File: src/rtl/font_pkg.sv
// Shared font constants and glyph bitmap ROM for the text overlay.
// Each glyph body is ten 8-bit rows (rows 2..11); all other rows are blank.
package font_pkg;

    localparam int FONT_W = 8;
    localparam int FONT_H = 16;
    localparam int FONT_N = 16;

    localparam int GLYPH_BLANK = 0;
    localparam int GLYPH_F     = 1;
    localparam int GLYPH_H_CHR = 2;
    localparam int GLYPH_D     = 3;
    localparam int GLYPH_I     = 4;
    localparam int GLYPH_A     = 5;
    localparam int GLYPH_M     = 6;
    localparam int GLYPH_E     = 7;
    localparam int GLYPH_S     = 8;
    localparam int GLYPH_NY    = 9;
    localparam int GLYPH_O     = 10;
    localparam int GLYPH_R     = 11;
    localparam int GLYPH_N     = 12;
    localparam int GLYPH_G     = 13;
    localparam int GLYPH_T     = 14;
    localparam int GLYPH_Z     = 15;

    // Row word for (code, row); body bytes are packed with row 2 in the top byte.
    function automatic logic [FONT_W-1:0] font_row(input int unsigned code, input int unsigned r);
        logic [79:0] body;
        body = '0;
        case (code)
            GLYPH_F:     body = 80'hFE_66_62_68_78_68_60_60_60_F0;
            GLYPH_H_CHR: body = 80'hC6_C6_C6_C6_FE_C6_C6_C6_C6_C6;
            GLYPH_D:     body = 80'hF8_6C_66_66_66_66_66_66_6C_F8;
            GLYPH_I:     body = 80'h3C_18_18_18_18_18_18_18_18_3C;
            GLYPH_A:     body = 80'h10_38_6C_C6_C6_FE_C6_C6_C6_C6;
            GLYPH_M:     body = 80'hC6_EE_FE_FE_D6_C6_C6_C6_C6_C6;
            GLYPH_E:     body = 80'hFE_66_62_68_78_68_60_62_66_FE;
            GLYPH_S:     body = 80'h7C_C6_C6_60_38_0C_06_C6_C6_7C;
            GLYPH_NY:    body = 80'h76_DC_00_C6_E6_F6_DE_CE_C6_C6;
            GLYPH_O:     body = 80'h7C_C6_C6_C6_C6_C6_C6_C6_C6_7C;
            GLYPH_R:     body = 80'hFC_66_66_66_7C_6C_66_66_66_E6;
            GLYPH_N:     body = 80'hC6_E6_F6_FE_DE_CE_C6_C6_C6_C6;
            GLYPH_G:     body = 80'h3C_66_C2_C0_C0_DE_C6_C6_66_3A;
            GLYPH_T:     body = 80'hFF_DB_99_18_18_18_18_18_18_3C;
            GLYPH_Z:     body = 80'hFE_C6_86_0C_18_30_60_C2_C6_FE;
            default:     body = '0;
        endcase
        if (r < 2 || r > 11)
            return '0;
        return body[8*(11-r) +: 8];
    endfunction

endpackage

File: src/rtl/font_blink_ctr.sv
// Blink phase generator: counts frame ticks and toggles the phase every
// BLINK_FRAMES ticks.
module font_blink_ctr #(
    parameter int BLINK_FRAMES = 30
) (
    input  logic clk,
    input  logic reset,
    input  logic frame_tick,
    output logic blink_phase
);
    localparam int CW = (BLINK_FRAMES > 1) ? $clog2(BLINK_FRAMES) : 1;

    logic [CW-1:0] cnt_d, cnt_q;
    logic          phase_d, phase_q;

    always_comb begin
        cnt_d   = cnt_q;
        phase_d = phase_q;
        if (frame_tick) begin
            if (cnt_q == CW'(BLINK_FRAMES - 1)) begin
                cnt_d   = '0;
                phase_d = ~phase_q;
            end else begin
                cnt_d = cnt_q + 1'b1;
            end
        end
    end

    always_ff @(posedge clk) begin
        if (reset) begin
            cnt_q   <= '0;
            phase_q <= 1'b0;
        end else begin
            cnt_q   <= cnt_d;
            phase_q <= phase_d;
        end
    end

    assign blink_phase = phase_q;

endmodule

File: src/rtl/font_pixel_gen.sv
// Two-stage glyph pixel lookup: ROM row read, then column bit select.
// Optional blinking is enabled with the FONT_BLINK_EN macro.
module font_pixel_gen
    import font_pkg::*;
#(
    parameter int GLYPH_W      = FONT_W,
    parameter int GLYPH_H      = FONT_H,
    parameter int N_GLYPHS     = FONT_N,
    parameter int BLINK_FRAMES = 30
) (
    input  logic                        clk,
    input  logic                        reset,
    input  logic                        in_valid,
    input  logic [$clog2(N_GLYPHS):0]   glyph_id,
    input  logic [$clog2(GLYPH_H)-1:0]  row,
    input  logic [$clog2(GLYPH_W)-1:0]  col,
    input  logic                        blink_req,
    input  logic                        frame_tick,
    output logic                        out_valid,
    output logic [GLYPH_W-1:0]          row_bits,
    output logic                        pixel
);
    localparam int CW = $clog2(GLYPH_W);

    logic               s1_valid_d, s1_valid_q;
    logic [GLYPH_W-1:0] s1_word_d,  s1_word_q;
    logic [CW-1:0]      s1_col_d,   s1_col_q;
    logic               s1_blink_d, s1_blink_q;
    logic               out_valid_d, out_valid_q;
    logic [GLYPH_W-1:0] row_bits_d, row_bits_q;
    logic               pixel_d,    pixel_q;
    logic               in_range;
    logic [CW-1:0]      bit_idx;
    logic               blink_phase;

`ifdef FONT_BLINK_EN
    font_blink_ctr #(.BLINK_FRAMES(BLINK_FRAMES)) u_blink (
        .clk         (clk),
        .reset       (reset),
        .frame_tick  (frame_tick),
        .blink_phase (blink_phase)
    );
    assign s1_blink_d = in_valid & blink_req;
`else
    logic unused_blink;
    assign unused_blink = ^{blink_req, frame_tick, s1_blink_q};
    assign blink_phase  = 1'b0;
    assign s1_blink_d   = 1'b0;
`endif

    // Out-of-range codes and rows beyond a non-power-of-two height read as blank.
    assign in_range = (32'(glyph_id) < N_GLYPHS) && (32'(row) < GLYPH_H);
    assign bit_idx  = CW'(GLYPH_W - 1) - s1_col_q;

    always_comb begin
        s1_valid_d  = in_valid;
        s1_word_d   = '0;
        s1_col_d    = '0;
        if (in_valid) begin
            s1_col_d = col;
            if (in_range)
                s1_word_d = GLYPH_W'(font_row(32'(glyph_id), 32'(row)));
        end
        out_valid_d = s1_valid_q;
        row_bits_d  = s1_valid_q ? s1_word_q : '0;
        pixel_d     = s1_word_q[bit_idx] & s1_valid_q & ~(s1_blink_q & blink_phase);
    end

    always_ff @(posedge clk) begin
        if (reset) begin
            s1_valid_q  <= 1'b0;
            s1_word_q   <= '0;
            s1_col_q    <= '0;
            s1_blink_q  <= 1'b0;
            out_valid_q <= 1'b0;
            row_bits_q  <= '0;
            pixel_q     <= 1'b0;
        end else begin
            s1_valid_q  <= s1_valid_d;
            s1_word_q   <= s1_word_d;
            s1_col_q    <= s1_col_d;
            s1_blink_q  <= s1_blink_d;
            out_valid_q <= out_valid_d;
            row_bits_q  <= row_bits_d;
            pixel_q     <= pixel_d;
        end
    end

    assign out_valid = out_valid_q;
    assign row_bits  = row_bits_q;
    assign pixel     = pixel_q;

endmodule

File: config.mk
export PLATFORM = sky130hd
export DESIGN_NAME = font_pixel_gen
export DESIGN_NICKNAME = d
export VERILOG_FILES = /design/src/rtl/font_pkg.sv /design/src/rtl/font_blink_ctr.sv /design/src/rtl/font_pixel_gen.sv
export SDC_FILE = /design/constraint.sdc
export NUM_CORES = 1
export LEC_CHECK = 0
export ABC_AREA = 1
export ABC_CLOCK_PERIOD_IN_PS = 2200
export BUFFER_PORTS_ARGS = -buffer_cell sky130_fd_sc_hd__buf_2
export CAP_MARGIN = 20
export CORE_ASPECT_RATIO = 0.8
export CORE_MARGIN = 2
export CORE_UTILIZATION = 59
export DETAILED_ROUTE_END_ITERATION = 10
export MAX_ROUTING_LAYER = met4
export PLACE_DENSITY_LB_ADDON = 0.12
export SETUP_SLACK_MARGIN = 0.4
export SYNTH_ARGS = -nofsm -noshare
export SYNTH_HDL_FRONTEND = slang
export SYNTH_SLANG_ARGS = --single-unit
File: constraint.sdc
create_clock -name clk -period 2.2 [get_ports clk]
set_clock_uncertainty 0.15 [all_clocks]
set_input_delay 0.22 -clock clk [delete_from_list [all_inputs] [get_ports clk]]
set_output_delay 0.22 -clock clk [all_outputs]
set_load 0.005 [all_outputs]
==> metrics.cfg, run 1 <==
[power]
ir_worst_vdd_mv = 0.361
p_total_mw = 1.09
power.share.switching_pct = 36.3
power.share.clock_pct = 26.2
seqPwrFrac_pct = 37.4
p_switching_mw = 0.398
power_density_nw_per_um2 = 442
total_leakage_power_nw = 1.27
p_int_mw = 0.697
comb_power_share_pct = 36.5

[grt]
grt_start_max_net_pins = 26
grt_usage_pct = 36.4
grt_pass1_wl_mm = 11.6
gr-total-overflow = 0
grt_pass1_vias = 2406
antenna_found_initial = 0

[clock_tree]
cts_max_level = 1
path_clk_slew_ns = 0.08
cts-buffers-inserted = 3
hold_buffers = 0
cts_tree = built
clock_path_buffers = 2
clkSinkCount = 22
cts-root-buf = clkbuf_8
worstSkewPairLatency_ns = 0.26

[sta]
tns_ns = 0
slew_headroom_pct = 70.3
fin_hold_ws_ns = 0.0181
fin_crit_sh_pct = 74.6
grt_setup_unrepaired = false
slew_violations = 0
hold_violations = 0
finalSetupViolations = 0
worst_pin_slew_ns = 0.444
period_minus_slack_ns = 1.64
max_freq_mhz = 610

[yosys]
ys.flop_type = dfxtp_1
yosysWarningCount = 0
synthCells = 386
synth_edf_count = 0
synth-seq-cells = 22
syn_avg_cell_area_um2 = 5.80
seq_area_frac_synth_pct = 19.7
yosysUniqueCellTypes = 34
synthArstFlopShare_pct = 0
synth.net_count = 414
synth_area_um2 = 2240

[route]
firstDrtPassIters = 6
num_vias = 2703
drt_iter0_drc = 369
wire_per_inst_um = 15.6
route.detailed.drc = 0
drt_wl_total_mm = 7.14
via_per_inst = 5.91
ant_nets = 0

[critical_path]
critPathCaptureType = register
worst-path-buf-inv = 3
cp_max_fo = 6
worst_path_max_delay_cell = ha_1
max_stage_delay_ns = 0.29
r2r-start = s1_col_q[0]$_SDFF_PP0_
cp_top_family = simple AND/OR/NAND/NOR gates
crit_required_ns = 2.25
r2r_setup_slack_ns = 0.93
path_class = input pin to register
timing.rr.end = pixel$_SDFF_PP0_
cp.depth = 12
startpoint_type = input pin
cp_cell_sequence = buf_2 > ha_1 > nor2_4 > buf_4 > nand2_1 > inv_1 > nand2_1 > nand2_1 > nand2_1 > o21ai_0 > nand2_1 > nor2_1
r2r_cells = 6
setup.worst_path.end = s1_word_q[2]$_SDFF_PP0_
critical_path.startpoint = row[2]
crit_top_cell = nand2_1
arrival_ns = 1.69

[place]
io_buffers = 24
dp.final_hpwl_mm = 5.57
globalplace.congestion = 0.993

[flow_run]
max-cap-violations = 0

[cells_and_area]
final_nets = 444
area_delta_synth_final_pct = 10.7
drive_above_1_share_pct = 15.7
fill_cells = 320
n_antenna_cell = 0

[status]
outcome = finished clean

[die]
boundaryPins = 27
core_um2 = 3540
start_util_pct = 63.2
fp.dieArea_um2 = 4310
fp-row-count = 19
fp.dieH_um = 59.1
fp.dieW_um = 72.9

[hold_path]
min_path_type = input pin to register

==> cells in the final DEF, fill, tap and decap left out, drive strengths merged <==
| cell | count |
|---|---|
| clkbuf | 4 |
| nor3 | 2 |
| o22ai | 1 |
| a21oi | 15 |
| clkinv | 2 |
| and2 | 1 |
| nor2 | 47 |
| dfxtp | 22 |
| a31oi | 1 |
| inv | 43 |
| nand4 | 8 |
| nor4 | 2 |
| a211oi | 1 |
| buf | 39 |
| ha | 11 |
| a311oi | 1 |
| nand2 | 127 |
| nand3 | 60 |
| o211ai | 2 |
| o21ai | 24 |
| nand3b | 2 |
==> cell type report <==
type                    instances  area, um2  area share [%]
multi-input cells             305       1510            60.9
flip-flops and latches         22        440            17.8
repair buffers                 39        245            9.89
inverters                      45        176            7.12
clock buffers                   4       55.1            2.22
well taps                      42       52.6            2.12
==> cell families after synthesis <==
group           share of synthesized area, %
simple gates                            49.7
buf+inv                                 13.1
compound gates                          11.4
flops                                   19.7
fa+ha+maj                               6.15
==> worst min-delay path by stage <==
stage	from	to	slack [ns]	cells after the start
2_1_floorplan	col[0]	s1_col_q[0]$_SDFF_PP0_	0.18	2
3_3_place_gp	s1_word_q[0]$_SDFF_PP0_	row_bits[0]$_SDFF_PP0_	0.28	2
3_5_place_dp	s1_word_q[7]$_SDFF_PP0_	row_bits[7]$_SDFF_PP0_	0.28	2
4_1_cts	col[0]	s1_col_q[0]$_SDFF_PP0_	0.02	3
5_1_grt	col[2]	s1_col_q[2]$_SDFF_PP0_	0.03	3
6_report	col[2]	s1_col_q[2]$_SDFF_PP0_	0.02	3
==> tightest hold or removal path: cells and delay by family <==
family | cells | cell delay, ns
buffers and inverters | 2 | 0.13
and+or+nand+nor | 1 | 0.04
==> per-layer routing <==
| layer | global-route usage, % | wire, um | part of all wire [%] | up-vias |
|---|---|---|---|---|
| met5 | - | 0 | 0 | - |
| met4 | 9.79 | 161 | 2.3 | 0 |
| met1 | 51.6 | 3020 | 42 | 1165 |
| met3 | 9.52 | 1010 | 14 | 22 |
| li1 | - | - | - | 1306 |
| met2 | 51.0 | 2950 | 41 | 210 |
==> state kept, by name, summed over array words and instances (netlist names) <==
signal / flops
s1_col_q: 3
s1_word_q: 8
out_valid: 1
pixel: 1
row_bits: 8
out_valid_d: 1
==> metrics by stage <==
step	instances	worst slack, ns	instance area [um2]	util [%]
3_5_place_dp	453	0.297	2420	68.4
5_1_grt	457	0.436	2480	70.0
2_1_floorplan	386	0.599	2240	-
4_1_cts	457	0.559	2480	69.9
3_3_place_gp	453	0.332	2420	68.4
6_report	457	0.560	2480	70.0
==> power groups by stage <==
stage	registers, mW	clock network [mW]	logic (mW)
after floorplan	0.418	0	0.277
after global placement	0.418	0	0.380
after detailed placement	0.418	0	0.383
after CTS	0.409	0.285	0.385
after global routing	0.410	0.305	0.437
final	0.409	0.286	0.399
==> Yosys cell counts, types with 5 or more instances <==
| master | count | share of area [%] |
|---|---|---|
| buf_4 | 6 | 2.0 |
| nor2_1 | 42 | 7.0 |
| a21oi_1 | 14 | 3.1 |
| nand3_1 | 57 | 13 |
| o21ai_1 | 7 | 1.6 |
| o21ai_0 | 17 | 3.8 |
| nand2_1 | 121 | 20 |
| buf_6 | 5 | 2.5 |
| inv_1 | 40 | 6.7 |
| ha_1 | 11 | 6.1 |
| nand4_1 | 8 | 2.2 |
| dfxtp_1 | 22 | 20 |
| nand2_2 | 5 | 1.4 |
==> repair_timing <==
action | in CTS | in global routing
buffers inserted | 0 | 0
setup endpoints to repair | 0 | 3
resized for setup | 0 | 2
Power figures use the tool's default switching activity.
==> run 2, diff against run 1 <==
--- a/config.mk
+++ b/config.mk
@@ -6,12 +6,12 @@
 export NUM_CORES = 1
 export LEC_CHECK = 0
 export ABC_AREA = 1
-export ABC_CLOCK_PERIOD_IN_PS = 2200
+export ABC_CLOCK_PERIOD_IN_PS = 1500
 export BUFFER_PORTS_ARGS = -buffer_cell sky130_fd_sc_hd__buf_2
 export CAP_MARGIN = 20
 export CORE_ASPECT_RATIO = 0.8
 export CORE_MARGIN = 2
-export CORE_UTILIZATION = 59
+export CORE_UTILIZATION = 53
 export DETAILED_ROUTE_END_ITERATION = 10
 export MAX_ROUTING_LAYER = met4
 export PLACE_DENSITY_LB_ADDON = 0.12
==> constraint.sdc (replaced) <==
create_clock -name clk -period 1.5 [get_ports clk]
set_clock_uncertainty 0.15 [all_clocks]
set_input_delay 0.15 -clock clk [delete_from_list [all_inputs] [get_ports clk]]
set_output_delay 0.15 -clock clk [all_outputs]
set_load 0.005 [all_outputs]
==> metrics.cfg, run 2 (synthesized netlist as in run 1, its figures left out) <==
[grt]
grt_start_max_net_pins = 16
gr-total-overflow = 0
grt_usage_pct = 38.9
antenna_found_initial = 0
grt_pass1_wl_mm = 14.2
grt_pass1_vias = 2857

[clock_tree]
cts_tree = built
cts_max_level = 1
cts-root-buf = clkbuf_8
cts-buffers-inserted = 3
path_clk_slew_ns = 0.08
clkSinkCount = 22
clock_path_buffers = 2
worstSkewPairLatency_ns = 0.27

[power]
total_leakage_power_nw = 1.62
power_density_nw_per_um2 = 574
ir_worst_vdd_mv = 0.466

[hold_path]
min_path_type = input pin to register

[die]
fp.dieArea_um2 = 4760
start_util_pct = 54.3
fp.dieW_um = 76.7
core_um2 = 4130
fp.dieH_um = 62.1
boundaryPins = 27
fp-row-count = 21

[cells_and_area]
final_area_um2 = 3300
layout_commonest_cell = nand2_1
final_nets = 507
n_antenna_cell = 0
drive_above_1_share_pct = 35.8
mostFrequentLayoutCells = 110 x nand2_1, 71 x buf_4, 45 x nand3_1
fin_cells = 535
area_delta_synth_final_pct = 47.2

[sta]
fin_crit_sh_pct = 103
period_minus_slack_ns = 1.54
grt_setup_unrepaired = true
worst_pin_slew_ns = 0.375
fin_hold_ws_ns = 0.107
max_freq_mhz = 649
setup_slack_ns = -0.0408
hold_violations = 0
slew_headroom_pct = 74.9
slew_violations = 0
finalSetupViolations = 1
tns_ns = -0.0408

[critical_path]
path_class = input pin to register
cp_max_fo = 5
critPathCaptureType = register
startpoint_type = input pin
crit_required_ns = 1.56
arrival_ns = 1.60

[route]
wl_met3_mm = 1.30
via_per_inst = 5.94
dr_wl_met2_mm = 3.74
drt_wl_total_mm = 9.09
firstDrtPassIters = 6
drt_iter0_drc = 562
route.detailed.drc = 0
num_vias = 3180
wire_per_inst_um = 17.0
ant_nets = 0
top_signal_layer_used = met4
met1Wirelength_mm = 3.64

[place]
globalplace.congestion = 1.13
post_dp_cell_area_um2 = 2880
dp.cells = 518
pre_cts_ws_ns = -0.317
dp.final_hpwl_mm = 6.48
io_buffers = 24

[status]
outcome = finished, violations left
violations = setup timing

[flow_run]
max-cap-violations = 0

## run 2: changes by cell type in the layout (fill, tap and decap cells not counted), moves of 4 or more
cell and delta:
ha_4 +6, nand2_1 -10, nand3_1 -12, inv_1 -4, ha_2 +4, nand3_2 +10, buf_4 +57, nand2_2 +5
a21oi_2 +4, nand2_4 +4, a21oi_1 -4, ha_1 -10
## run 2: repair_timing
item                       in CTS  in global routing
resized for setup              42                 29
hold buffers                    3                  0
setup buffers                   8                  2
hold endpoints to repair        3                  0
cloned                          0                  0
pin swaps                      16                 15
setup endpoints to repair       9                  9
## run 2: final cells by class
cell class	count	area [um2]
clock buffer	4	55.1
fill	310	830
inverter	45	194
multi-input combinational	305	1750
sequential	22	445
tap	57	71.3
timing repair buffer	102	781
## run 2: through the flow
step           util, %  power (mW)
2_1_floorplan        -        1.03
3_5_place_dp      69.8        1.31
4_1_cts           76.6        1.79
6_report          79.9        1.89
3_3_place_gp      69.8        1.31
5_1_grt           79.9        1.98
## run 2: worst paths after layout
path	from	end	slack [ns]	cells after the start
worst max-delay path	glyph_id[1]	s1_word_q[1]$_SDFF_PP0_	-0.04	11
worst min-delay path	in_valid	out_valid_d$_SDFF_PP0_	0.11	3
worst max register to register	s1_col_q[0]$_SDFF_PP0_	pixel$_SDFF_PP0_	0.38	6
worst min register to register	s1_word_q[3]$_SDFF_PP0_	row_bits[3]$_SDFF_PP0_	0.30	2
## run 2: power breakdown
part           switching (mW)  internal [mW]  leakage (nW)
clock                   0.196          0.234        0.0288
sequential            0.00648          0.594         0.179
combinational           0.507          0.353          1.42
## run 2: worst max-delay path, cell delays in order
cell and delay, ns:
buf_8 0.09, clkinvlp_4 0.14, buf_4 0.18, ha_4 0.17
inv_1 0.07, nand2_2 0.08, a31oi_1 0.23, nand2_1 0.09
o21ai_1 0.17, nand2_1 0.09, a21oi_1 0.12
## run 2: metal layers
layer	up-vias	global-route usage (%)
met4	0	10.9
met1	1390	54.3
met3	70	8.14
met2	285	56.7
li1	1435	-
met5	-	-
==> run 3, diff against run 2 <==
--- a/config.mk
+++ b/config.mk
@@ -15,7 +15,7 @@
 export DETAILED_ROUTE_END_ITERATION = 10
 export MAX_ROUTING_LAYER = met4
 export PLACE_DENSITY_LB_ADDON = 0.12
-export SETUP_SLACK_MARGIN = 0.4
+export SETUP_SLACK_MARGIN = 0.05
 export SYNTH_ARGS = -nofsm -noshare
 export SYNTH_HDL_FRONTEND = slang
 export SYNTH_SLANG_ARGS = --single-unit
==> metrics.cfg, run 3 (synthesized netlist as in run 1, its figures left out) <==
[hold_path]
hold_start = in_valid
hold_depth = 4
min_to = out_valid_d$_SDFF_PP0_
min_path_type = input pin to register

[clock_tree]
clock_path_buffers = 2
cts-buffers-inserted = 3
clkSinkCount = 22
path_clk_slew_ns = 0.08
worstSkewPairLatency_ns = 0.26
cts_max_level = 1
cts-root-buf = clkbuf_8
cts_tree = built

[critical_path]
crit_required_ns = 1.51
cp_top_family = compound AO/OA/AOI/OAI gates
path_class = input pin to register
worst-path-buf-inv = 3
startpoint_type = input pin
arrival_ns = 1.46
cp_cell_sequence = buf_2 > buf_4 > ha_2 > inv_1 > nand2_2 > nand3_1 > a21oi_1 > o21ai_0 > nand2_1 > nor2_1
critPathCaptureType = register
r2r-start = s1_col_q[0]$_SDFF_PP0_
timing.rr.end = pixel$_SDFF_PP0_
worst_path_max_delay_cell = ha_2
r2r_setup_slack_ns = 0.23
max_stage_delay_ns = 0.27
cp_max_fo = 4
r2r_cells = 4

[sta]
period_minus_slack_ns = 1.45
finalSetupViolations = 0
fin_crit_sh_pct = 96.5
grt_setup_unrepaired = true
hold_violations = 0
max_freq_mhz = 691
setup_slack_ns = 0.0528
slew_headroom_pct = 74.8
worst_pin_slew_ns = 0.377
slew_violations = 0

[route]
via_per_inst = 5.73
firstDrtPassIters = 7
drt_wl_total_mm = 8.22
drt_iter0_drc = 387
route.detailed.drc = 0
num_vias = 2996
wire_per_inst_um = 15.7
ant_nets = 0

[grt]
grt_pass1_wl_mm = 12.9
gr-total-overflow = 0
grt_start_max_net_pins = 22
gr-usage-met2_pct = 50.8
top_usage_layer = met2
met1_usage_pct = 47.0
grt_usage_pct = 34.8
met3_usage_pct = 10.8
grt_pass1_vias = 2719
antenna_found_initial = 0

[power]
power_density_nw_per_um2 = 617
p_total_mw = 1.94
ir_worst_vdd_mv = 0.405
total_leakage_power_nw = 1.56

[cells_and_area]
fill_cells = 348
area_delta_synth_final_pct = 40.1
mostFrequentLayoutCells = 115 x nand2_1, 58 x buf_4, 51 x nand3_1
layout_commonest_cell = nand2_1
drive_above_1_share_pct = 30.0
final_nets = 495
n_antenna_cell = 0

[flow_run]
max-cap-violations = 0

[place]
dp.final_hpwl_mm = 6.46
globalplace.congestion = 1.04
io_buffers = 24
pre_cts_ws_ns = -0.275

[die]
core_um2 = 4130
fp.dieW_um = 76.7
fp.dieH_um = 62.1
boundaryPins = 27
start_util_pct = 54.3
fp-row-count = 21
fp.dieArea_um2 = 4760

[status]
outcome = finished clean

## run 3: worst max path at each step
| stage | to | cells after the start | slack (ns) | startpoint |
|---|---|---|---|---|
| 2_1_floorplan | s1_word_q[2]$_SDFF_PP0_ | 11 | 0.02 | glyph_id[1] |
| 3_3_place_gp | s1_word_q[2]$_SDFF_PP0_ | 13 | -0.25 | glyph_id[1] |
| 3_5_place_dp | s1_word_q[2]$_SDFF_PP0_ | 13 | -0.28 | glyph_id[1] |
| 4_1_cts | s1_word_q[5]$_SDFF_PP0_ | 12 | 0.009 | glyph_id[1] |
| 5_1_grt | s1_word_q[2]$_SDFF_PP0_ | 12 | -0.003 | glyph_id[1] |
| 6_report | s1_word_q[2]$_SDFF_PP0_ | 10 | 0.05 | glyph_id[0] |
## run 3: layer usage
metal | part of all wire [%] | wire length [um] | vias up
li1 | - | - | 1411
met1 | 40 | 3310 | 1326
met2 | 42 | 3440 | 225
met3 | 15 | 1240 | 34
met4 | 2.7 | 224 | 0
met5 | 0 | 0 | -
## run 3: where the power goes
part	leakage, nW	internal [mW]	total, mW	switching [mW]
Combinational	1.35	0.323	0.792	0.469
Clock	0.0357	0.356	0.543	0.187
Sequential	0.179	0.595	0.601	0.00572
## run 3: repair_timing
| item | 4_1_cts | 5_1_grt |
|---|---|---|
| gates resized for setup | 6 | 37 |
| setup endpoints to repair | 6 | 7 |
| setup buffers | 0 | 1 |
| hold endpoints to repair | 3 | 0 |
| hold buffers | 3 | 0 |
| pin swaps | 3 | 16 |
## run 3: cell type report
class / count / area, um2 / area share [%]
clock buffers: 3 / 41.3 / 1.32
clock inverters: 1 / 30.0 / 0.957
inverters: 45 / 184 / 5.86
multi-input cells: 305 / 1680 / 53.6
flip-flops and latches: 22 / 442 / 14.1
well taps: 57 / 71.3 / 2.27
repair buffers: 90 / 687 / 21.9
## run 3: per-stage QoR
step	hold slack [ns]	TNS, ns	instance area, um2	utilization (%)	instances
floorplan	0.112	0	2280	-	386
global placement	0.212	-1.41	2870	69.5	515
detailed placement	0.226	-1.71	2870	69.5	515
CTS	0.144	0	2980	72.3	522
global route	0.187	-0.00256	3140	76.1	523
finish	0.146	0	3140	76.1	523
## run 3: tightest hold or removal path, delay by kind of cell
kind                   cells  cell delay (ns)
buffers and inverters      3             0.28
AND/OR/NAND/NOR            1             0.10
